==> config.mk <==
export PLATFORM = sky130hd
export DESIGN_NAME = ysyx_23060184_mem_access
export DESIGN_NICKNAME = d
export VERILOG_FILES = /design/src/rtl/ysyx_23060184_mem_access.sv
export SDC_FILE = /design/constraint.sdc
export NUM_CORES = 1
export LEC_CHECK = 0
export ABC_AREA = 1
export CAP_MARGIN = 30
export CORE_MARGIN = 3
export CORE_UTILIZATION = 32
export DETAILED_ROUTE_END_ITERATION = 7
export MAX_ROUTING_LAYER = met4
export PLACE_DENSITY = 0.78
export SLEW_MARGIN = 40
export SYNTH_ARGS = -nofsm -noshare
export SYNTH_HDL_FRONTEND = slang
export SYNTH_SLANG_ARGS = --single-unit
==> constraint.sdc <==
create_clock -name clk -period 1.9 [get_ports clk]
set_input_delay 0.475 -clock clk [delete_from_list [all_inputs] [get_ports clk]]
set_output_delay 0.475 -clock clk [all_outputs]
set_load 0.03 [all_outputs]
==> src/rtl/ysyx_23060184_mem_access.sv <==
// Memory-stage access controller: drives one AXI4-Lite load or store per
// EX/MEM instruction and aligns load data. Optional bus-error reporting under MEM_ACCESS_FAULT_EN.
module ysyx_23060184_mem_access (
  input  logic        clk,
  input  logic        reset,
  input  logic        Evalid,
  input  logic        MemReadE,
  input  logic        MemWriteE,
  input  logic        Wready,
  input  logic        MemReadM,
  input  logic        MemWriteM,
  input  logic [2:0]  RopcodeM,
  input  logic [3:0]  WmaskM,
  input  logic [31:0] ALUResultM,
  input  logic [31:0] WriteDataM,
  output logic        Mready,
  output logic        Mvalid,
  output logic [31:0] ReadDataM,
  output logic        AccessFaultM,
  output logic [31:0] araddr,
  output logic        arvalid,
  input  logic        arready,
  input  logic [31:0] rdata,
  input  logic [1:0]  rresp,
  input  logic        rvalid,
  output logic        rready,
  output logic [31:0] awaddr,
  output logic        awvalid,
  input  logic        awready,
  output logic [31:0] wdata,
  output logic [3:0]  wstrb,
  output logic        wvalid,
  input  logic        wready,
  input  logic [1:0]  bresp,
  input  logic        bvalid,
  output logic        bready,
  output logic [2:0]  dbg_state
);

  localparam int DATA_WIDTH     = 32;
  localparam int WMASK_LENGTH   = 4;
  localparam int ROPCODE_LENGTH = 3;

  typedef enum logic [2:0] {
    S_IDLE    = 3'd0,
    S_RD_ADDR = 3'd1,
    S_RD_DATA = 3'd2,
    S_WR_REQ  = 3'd3,
    S_WR_RESP = 3'd4,
    S_HOLD    = 3'd5
  } state_t;

  state_t                  state;
  logic                    aw_done;
  logic                    w_done;
  logic [DATA_WIDTH-1:0]   read_data_q;
  logic                    fault_q;
  logic                    fault_set;
  logic [DATA_WIDTH-1:0]   aligned_addr;
  logic [DATA_WIDTH-1:0]   store_data;
  logic [2*WMASK_LENGTH-1:0] strb_wide;
  logic                    in_wr_req;
  logic                    unused_m;

  // Load lane extraction: byte lane from addr[1:0], half lane from addr[1].
  function automatic logic [DATA_WIDTH-1:0] load_extract(
    input logic [ROPCODE_LENGTH-1:0] rop,
    input logic [1:0]                lane,
    input logic [DATA_WIDTH-1:0]     word
  );
    logic [7:0]            b;
    logic [15:0]           h;
    logic [DATA_WIDTH-1:0] res;
    b = word[{lane, 3'b000} +: 8];
    h = lane[1] ? word[31:16] : word[15:0];
    case (rop)
      3'd1:    res = {{16{h[15]}}, h};
      3'd2:    res = {16'h0000, h};
      3'd3:    res = {{24{b[7]}}, b};
      3'd4:    res = {24'h000000, b};
      default: res = word;
    endcase
    return res;
  endfunction

  assign aligned_addr = {ALUResultM[31:2], 2'b00};
  assign store_data   = WriteDataM << {ALUResultM[1:0], 3'b000};
  assign strb_wide    = {4'b0000, WmaskM} << ALUResultM[1:0];
  assign in_wr_req    = (state == S_WR_REQ) && !reset;

  // Handshake rule on every channel: a transfer happens on a rising edge where
  // valid and ready are both high; the valid side holds its payload until then.
  assign Mready    = (state == S_IDLE) && !reset;
  assign Mvalid    = (state == S_HOLD) && !reset;
  assign ReadDataM = read_data_q;
  assign dbg_state = state;

  assign arvalid = (state == S_RD_ADDR) && !reset;
  assign araddr  = arvalid ? aligned_addr : '0;
  assign rready  = (state == S_RD_DATA) && !reset;
  assign awvalid = in_wr_req && !aw_done;
  assign awaddr  = awvalid ? aligned_addr : '0;
  assign wvalid  = in_wr_req && !w_done;
  assign wdata   = wvalid ? store_data : '0;
  assign wstrb   = wvalid ? strb_wide[WMASK_LENGTH-1:0] : '0;
  assign bready  = (state == S_WR_RESP) && !reset;

  // The M-side op flags are implied by the path the FSM took.
  assign unused_m = ^{MemReadM, MemWriteM};

`ifdef MEM_ACCESS_FAULT_EN
  assign fault_set = ((state == S_RD_DATA) && rvalid && (rresp != 2'b00)) ||
                     ((state == S_WR_RESP) && bvalid && (bresp != 2'b00));
`else
  logic unused_resp;
  assign unused_resp = ^{rresp, bresp};
  assign fault_set   = 1'b0;
`endif

  assign AccessFaultM = fault_q;

  always_ff @(posedge clk) begin
    if (reset) begin
      state       <= S_IDLE;
      aw_done     <= 1'b0;
      w_done      <= 1'b0;
      read_data_q <= '0;
      fault_q     <= 1'b0;
    end else begin
      case (state)
        S_IDLE: begin
          if (Evalid) begin
            read_data_q <= '0;
            fault_q     <= 1'b0;
            aw_done     <= 1'b0;
            w_done      <= 1'b0;
            if (MemReadE)       state <= S_RD_ADDR;
            else if (MemWriteE) state <= S_WR_REQ;
            else                state <= S_HOLD;
          end
        end
        S_RD_ADDR: begin
          if (arready) state <= S_RD_DATA;
        end
        S_RD_DATA: begin
          if (rvalid) begin
            read_data_q <= fault_set ? '0 : load_extract(RopcodeM, ALUResultM[1:0], rdata);
            fault_q     <= fault_set;
            state       <= S_HOLD;
          end
        end
        S_WR_REQ: begin
          // Address and data channels retire independently, possibly together.
          aw_done <= aw_done | awready;
          w_done  <= w_done | wready;
          if ((aw_done | awready) && (w_done | wready)) state <= S_WR_RESP;
        end
        S_WR_RESP: begin
          if (bvalid) begin
            fault_q <= fault_set;
            state   <= S_HOLD;
          end
        end
        S_HOLD: begin
          if (Wready) begin
            fault_q <= 1'b0;
            state   <= S_IDLE;
          end
        end
        default: state <= S_IDLE;
      endcase
    end
  end

endmodule

==> results of run 1 <==
-- registers in the layout (all words and copies together) (netlist names) --
signal,cells
dbg_state,3
ReadDataM,32
aw_done,1
w_done,1
-- layout make-up --
type / count / share of cell area
clock inverter: 2 / 0.00169
timing repair inverter: 1 / 0.000769
tap: 140 / 0.0215
multi-input combinational: 493 / 0.392
inverter: 85 / 0.0422
timing repair buffer: 339 / 0.433
clock buffer: 6 / 0.0171
sequential: 37 / 0.0922
-- cell usage after synthesis, drive strengths merged (3+ instances only) --
master  number  area share
a21oi       68       0.091
dfxtp       37        0.20
buf         39       0.074
o31ai        3      0.0061
nand3       35       0.055
nor2       130        0.14
o211ai       7       0.014
mux2i        8       0.022
a211oi      15       0.044
a221oi       5       0.012
inv         84       0.086
o21ai       31       0.045
clkbuf       7      0.0071
nand2      178        0.19
-- worst paths after layout --
| kind | end | slack (ps) | cells past startpoint |
|---|---|---|---|
| max | araddr[18] | -230 | 9 |
| min | ReadDataM[8] | 460 | 2 |
| max reg2reg | ReadDataM[20] | 80 | 10 |
| min reg2reg | ReadDataM[8] | 460 | 2 |
-- report_power, final --
| group | internal (mW) | leakage (nW) | switching [mW] | total, mW |
|---|---|---|---|---|
| combinational | 1.61 | 3.16 | 2.15 | 3.76 |
| sequential | 0.901 | 0.302 | 0.0715 | 0.973 |
| clock | 0.522 | 0.0768 | 0.325 | 0.847 |
-- per-stage QoR --
step           hold WS [ps]  setup TNS, ps
4_1_cts                 469         -15190
3_5_place_dp            460         -43600
5_1_grt                 482         -26490
6_report                465         -17890
3_3_place_gp            450         -45090
2_1_floorplan           470         -17620
-- logic make-up (layout without fill, tap and decap cells) --
kind of cell,Yosys count,in the layout
DFF,37,37
and+or+nand+nor,349,349
buffers and inverters,131,433
AOI/OAI and AO/OA,131,131
muxes,8,8
other,1,5
-- placed cells by master, fill, tap and decap left out, types with 3 or more instances in the layout --
master and count:
clkdlybuf4s50_1 140, buf_6 100, a211oi_4 11, o211ai_1 7, mux2i_2 4, buf_8 4
nand3_1 30, nand2_2 4, inv_2 6, inv_1 72, mux2i_1 4, o31ai_1 3
nand2_8 3, dfxtp_1 34, clkbuf_16 6, conb_1 5, nor2_2 13, nand2_1 170
dlygate4sd2_1 4, nor2_4 73, buf_4 72, o21ai_0 22, nand3_4 4, o21ai_2 4
a221oi_2 4, inv_4 5, a21oi_1 66, nor2_1 43, buf_12 12, o21ai_1 5
-- repair_timing --
item                                    in CTS  in global routing
pin swaps                                    9                 14
endpoints found under the setup margin     106                108
gates resized for setup                     99                 73
hold endpoints to repair                     0                  0
buffers inserted                             6                 11
gates cloned                                 3                  1
-- tightest hold or removal path, stage by stage, from the launching register on --
cell	delay (ps)
dfxtp_1	310
nand2_1	60
a21oi_1	50
-- layer usage --
layer / routed length [um] / vias to the layer above / track usage
met3: 1210 / 42 / 0.0493
li1: - / 2689 / -
met5: 0 / - / -
met4: 522 / 0 / 0.0705
met2: 9050 / 232 / 0.459
met1: 6880 / 2448 / 0.296
==> metrics.md, run 1 <==
| Metric | Value |
|---|---|
| Routed Antenna Nets | `0` |
| Share of layout cells above drive strength 1 | `0.363` |
| Multi-input logic area | `3190 um2` |
| RSZ-0062 raised after global routing | `yes` |
| EDFF count, synth | `0` |
| First DRT Iteration DRCs | `305` |
| Max H-tree Level | `2` |
| Avg Cell Area, Syn | `5.66 um2` |
| Antenna cells | `0` |
| Largest family of logic cells by synthesized area | `simple AND/OR/NAND/NOR gates` |
| Worst setup SP type | `flop` |
| Placed Area | `7140 um2` |
| Period utilisation layout | `1.12` |
| VDD IR max | `0.000442 V` |
| Worst hold path startpoint | `ReadDataM[8]` |
| Flops & latches, synth | `37` |
| Final worst slack | `-229 ps` |
| Place WS | `-471 ps` |
| Num CTS Buffers | `5` |
| Nets@finish | `1082` |
| CTS tree | `yes` |
| Via density | `4.91` |
| Post-Place Cells | `1075` |
| Synth Flop Type | `dfxtp_1` |
| Synth async-reset ratio | `0` |
| Largest net degree at the start of global routing | `33` |
| Post-layout minimum cycle time | `2130 ps` |
| Longest Clk Path Bufs | `2` |
| Maxcap violations | `0` |
| Root Buffer | `clkbuf_16` |
| Finished Layout Cells | `1103` |
| CP max-delay cell | `dfxtp_2` |
| Placer Congestion | `0.890` |
| Final Util | `0.734` |
| Fmax | `470 MHz` |
| Skew final | `3.29 ps` |
| Clk_lat worst skew | `280 ps` |
| CP Class | `reg -> out` |
| Xor/xnor share of the synthesized area | `0` |
| Complex-gate fraction of the synthesized area | `0.217` |
| Slowest stage delay, CP | `320 ps` |
| Core footprint | `11100 um2` |
| Final max-slew violation count | `0` |
| Crit-path max FO | `7` |
| FF/Latch Area | `749 um2` |
| Final WL | `17700 um` |
| First-pass GRT wire length | `26300 um` |
| WP data required | `1420 ps` |
| IO Count | `263` |
| PwrDens | `686 nW/um2` |
| Post-synthesis adder-cell area fraction | `0` |
| Die Width | `114 um` |
| Die Y | `114 um` |
| Vias in the first global route | `5065` |
| Critical path data arrival time | `1650 ps` |
| Area growth, synth to finish | `118%` |
| Multiplexer share of the synthesized area | `0.0215` |
| Yosys warns | `0` |
| DR WL/cell | `16.0 um` |
| Worst-path clk slew | `60 ps` |
| Port bufs | `251` |
| Finished layout cell area | `8130 um2` |
| Final hold vios | `0` |
| Synth cell types | `38` |
| Critical path endpoint category | `output port` |
| Simple logic cell fraction of the synthesized area | `0.393` |
| Failing checks | `negative setup slack` |
| # rows | `38` |
| Post-Syn Area | `3720 um2` |
| Initial antenna violation count | `0` |
| # clock sinks | `37` |
| Worst r2r src | `dbg_state[0]` |
| Power, Total | `5.58 mW` |
| Fill cells | `828` |
| Crit path from | `dbg_state[2]` |
| Sequential cell area fraction in the yosys report | `0.199` |
| Leakage | `3.54 nW` |
| Hold_buf cts | `0` |
| # setup viols final | `102` |
| Worst path bufs/invs | `6` |
| Initial core utilization | `0.336` |
| Status | `finished, violations left` |
| Post-detail-place hpwl | `13400 um` |
| Gr usage total | `0.258` |
| Vias | `5411` |
| Hold Path Class | `reg -> reg` |
| Die area | `13000 um2` |
| CP top delay family | `buffers and inverters` |
| Mapped Cells | `657` |
| Drt pass-1 iters | `6` |
| Crit path cell chain | `inv_2 > buf_4 > buf_6 > nand3_4 > nor2_4 > clkinv_4 > buf_12 > nor2_4 > buf_6` |
| DRC Markers | `0` |
| Remaining global-route overflow | `0` |
Note: power is estimated with default switching activity, not from simulation.
==> run 2: changes to the inputs <==
Settings changed: CORE_UTILIZATION 32 to 39, PLACE_DENSITY 0.78 to 0.89.
Clock period 1.9 ns to 2.5 ns, I/O delays scaled along.
==> run 2 against run 1 <==
The flow now finishes without violations; via count is 5.1% lower; sequential power is 24% lower; first-iteration DRC count is 18% lower; combinational power is 43% lower; critical path depth is 3 lower; hold slack better by 2.6 ps; register-to-register slack better by 770 ps; setup slack better by 280 ps; wire length is 12% lower; global-route usage is 2.2 points higher; die area is 17% lower; non-clock buffer count is 38 lower; critical path type is now in -> out; critical endpoint is now wdata[25]; largest cell class unchanged.
==> metrics.md, run 2 (synthesized netlist as in run 1, its figures left out) <==
| Metric | Value |
|---|---|
| Status | `completed` |
| Antenna cells | `0` |
| DR WL/cell | `14.7 um` |
| Power, Total | `3.52 mW` |
| CP Class | `in -> out` |
| Clk pwr share | `0.179` |
| Fmax | `408 MHz` |
| Finished Layout Cells | `1054` |
| Die area | `10700 um2` |
| Hold_buf cts | `0` |
| Final Util | `0.726` |
| Port bufs | `251` |
| Hold Path Class | `reg -> reg` |
| Share of layout cells above drive strength 1 | `0.236` |
| Largest net degree at the start of global routing | `44` |
| Die Y | `104 um` |
| Post-Place Cells | `1042` |
| IO Count | `263` |
| CP max-delay cell | `clkdlybuf4s50_1` |
| # setup viols final | `0` |
| Period utilisation layout | `0.980` |
| Root Buffer | `clkbuf_8` |
| Leakage | `3.23 nW` |
| Combinational Power Share | `0.611` |
| Flop2flop setup slack | `850 ps` |
| First DRT Iteration DRCs | `251` |
| Worst path bufs/invs | `3` |
| Initial antenna violation count | `0` |
| Max H-tree Level | `2` |
| WP data required | `1880 ps` |
| Smallest hold slack | `467 ps` |
| Fill cells | `727` |
| Hold Path Sink | `ReadDataM[19]` |
| Vias | `5136` |
| Post-layout minimum cycle time | `2450 ps` |
| Slowest stage delay, CP | `500 ps` |
| Hold depth | `2` |
| PwrDens | `525 nW/um2` |
| Most common cell after layout, fill and taps aside | `nand2_1` |
| Cell depth of the worst setup path | `6` |
| Routed Antenna Nets | `0` |
| Longest Clk Path Bufs | `2` |
| CP top delay family | `buffers and inverters` |
| Crit-path max FO | `2` |
| Final WL | `15500 um` |
| # clock sinks | `37` |
| CTS tree | `yes` |
| Clk_lat worst skew | `300 ps` |
| Switching part of the total | `0.461` |
| Remaining global-route overflow | `0` |
| Final hold vios | `0` |
| Critical path data arrival time | `1820 ps` |
| Worst setup SP type | `primary input` |
| Area growth, synth to finish | `80.3%` |
| Drt pass-1 iters | `7` |
| Die Width | `104 um` |
| Gr usage total | `0.280` |
| First-pass GRT wire length | `24200 um` |
| Max reg flops | `32` |
| VDD IR max | `0.000395 V` |
| # rows | `35` |
| Worst R2R End | `ReadDataM[19]` |
| Nets@finish | `1044` |
| Post-detail-place hpwl | `12400 um` |
| Vias in the first global route | `4802` |
| Setup TNS | `0 ps` |
| Final max-slew violation count | `0` |
| Skew final | `8.90 ps` |
| Most frequent cells in the layout | `nand2_1 (173), clkdlybuf4s50_1 (145), buf_4 (135)` |
| Reg2Reg Depth | `8` |
| Placer Congestion | `0.919` |
| Crit path cell chain | `clkdlybuf4s50_1 > inv_1 > nand2_1 > o21ai_1 > a211oi_4 > buf_6` |
| Core footprint | `9240 um2` |
| Seq pwr share | `0.209` |
| Maxcap violations | `0` |
| Int Power | `1.90 mW` |
| Worst hold path startpoint | `ReadDataM[19]` |
| Worst r2r src | `dbg_state[2]` |
| DRC Markers | `0` |
| Via density | `4.87` |
| Critical path endpoint category | `output port` |
| Initial core utilization | `0.403` |
| Sw Pwr | `1.62 mW` |
| Num CTS Buffers | `5` |
| Worst-path clk slew | `80 ps` |
-- run 2: changes by cell type in the layout (fill, tap and decap cells not counted), moves of 5 or more --
cell / change
nor2_1: +72
clkdlybuf4s50_1: +5
buf_4: +63
nor2_4: -70
clkbuf_16: -5
buf_6: -96
-- run 2: routing by layer --
| layer | vias up | wire [um] | global-route usage |
|---|---|---|---|
| li1 | 2606 | - | - |
| met5 | - | 0 | - |
| met3 | 27 | 1060 | 0.0517 |
| met4 | 0 | 296 | 0.0589 |
| met1 | 2282 | 5940 | 0.306 |
| met2 | 221 | 8200 | 0.527 |
-- run 2: power groups by stage --
stage | sequential [mW] | clock, mW | combinational [mW]
3_5_place_dp | 0.747 | 0 | 2.12
3_3_place_gp | 0.743 | 0 | 2.10
2_1_floorplan | 0.909 | 0 | 1.24
4_1_cts | 0.735 | 0.646 | 2.14
6_report | 0.737 | 0.632 | 2.15
5_1_grt | 0.747 | 0.672 | 2.32
-- run 2: timing repair --
action,4_1_cts,5_1_grt
setup endpoints to repair,83,12
pin swaps,1,1
gates resized for setup,10,11
cloned,1,1
setup buffers,2,0
-- run 2: worst max path at each step --
stage | from | endpoint | slack [ps]
detailed placement | ALUResultM[0] | wdata[26] | -270
finish | WriteDataM[1] | wdata[25] | 50
global route | WriteDataM[1] | wdata[25] | -20
global placement | ALUResultM[0] | wdata[27] | -260
floorplan | reset | wdata[12] | -110
CTS | WriteDataM[1] | wdata[25] | 30
-- run 2: final cells by class --
class / instances / area [um2] / share of cell area
clock buffers: 5 / 68.8 / 0.0103
clock inverters: 3 / 68.8 / 0.0103
inverters: 85 / 335 / 0.0500
multi-input cells: 493 / 2540 / 0.378
flip-flops and latches: 37 / 746 / 0.111
well taps: 129 / 161 / 0.0241
repair buffers: 301 / 2790 / 0.415
repair inverters: 1 / 6.26 / 0.000932
-- run 2: worst reg2reg max path, stage by stage (launching register included) --
cell	delay, ps
dfxtp_1	320
buf_4	160
nor2_4	160
nand2_2	100
clkinv_2	150
nand2_4	200
a21oi_1	290
nand2_1	90
a21oi_1	120
-- run 2: stage by stage --
stage                     cell area, um2  setup WS (ps)
final                               6710           50.8
after global routing                6710          -21.1
after CTS                           6670           30.0
after detailed placement            6480           -271
after global placement              6480           -259
after floorplan                     3900           -108
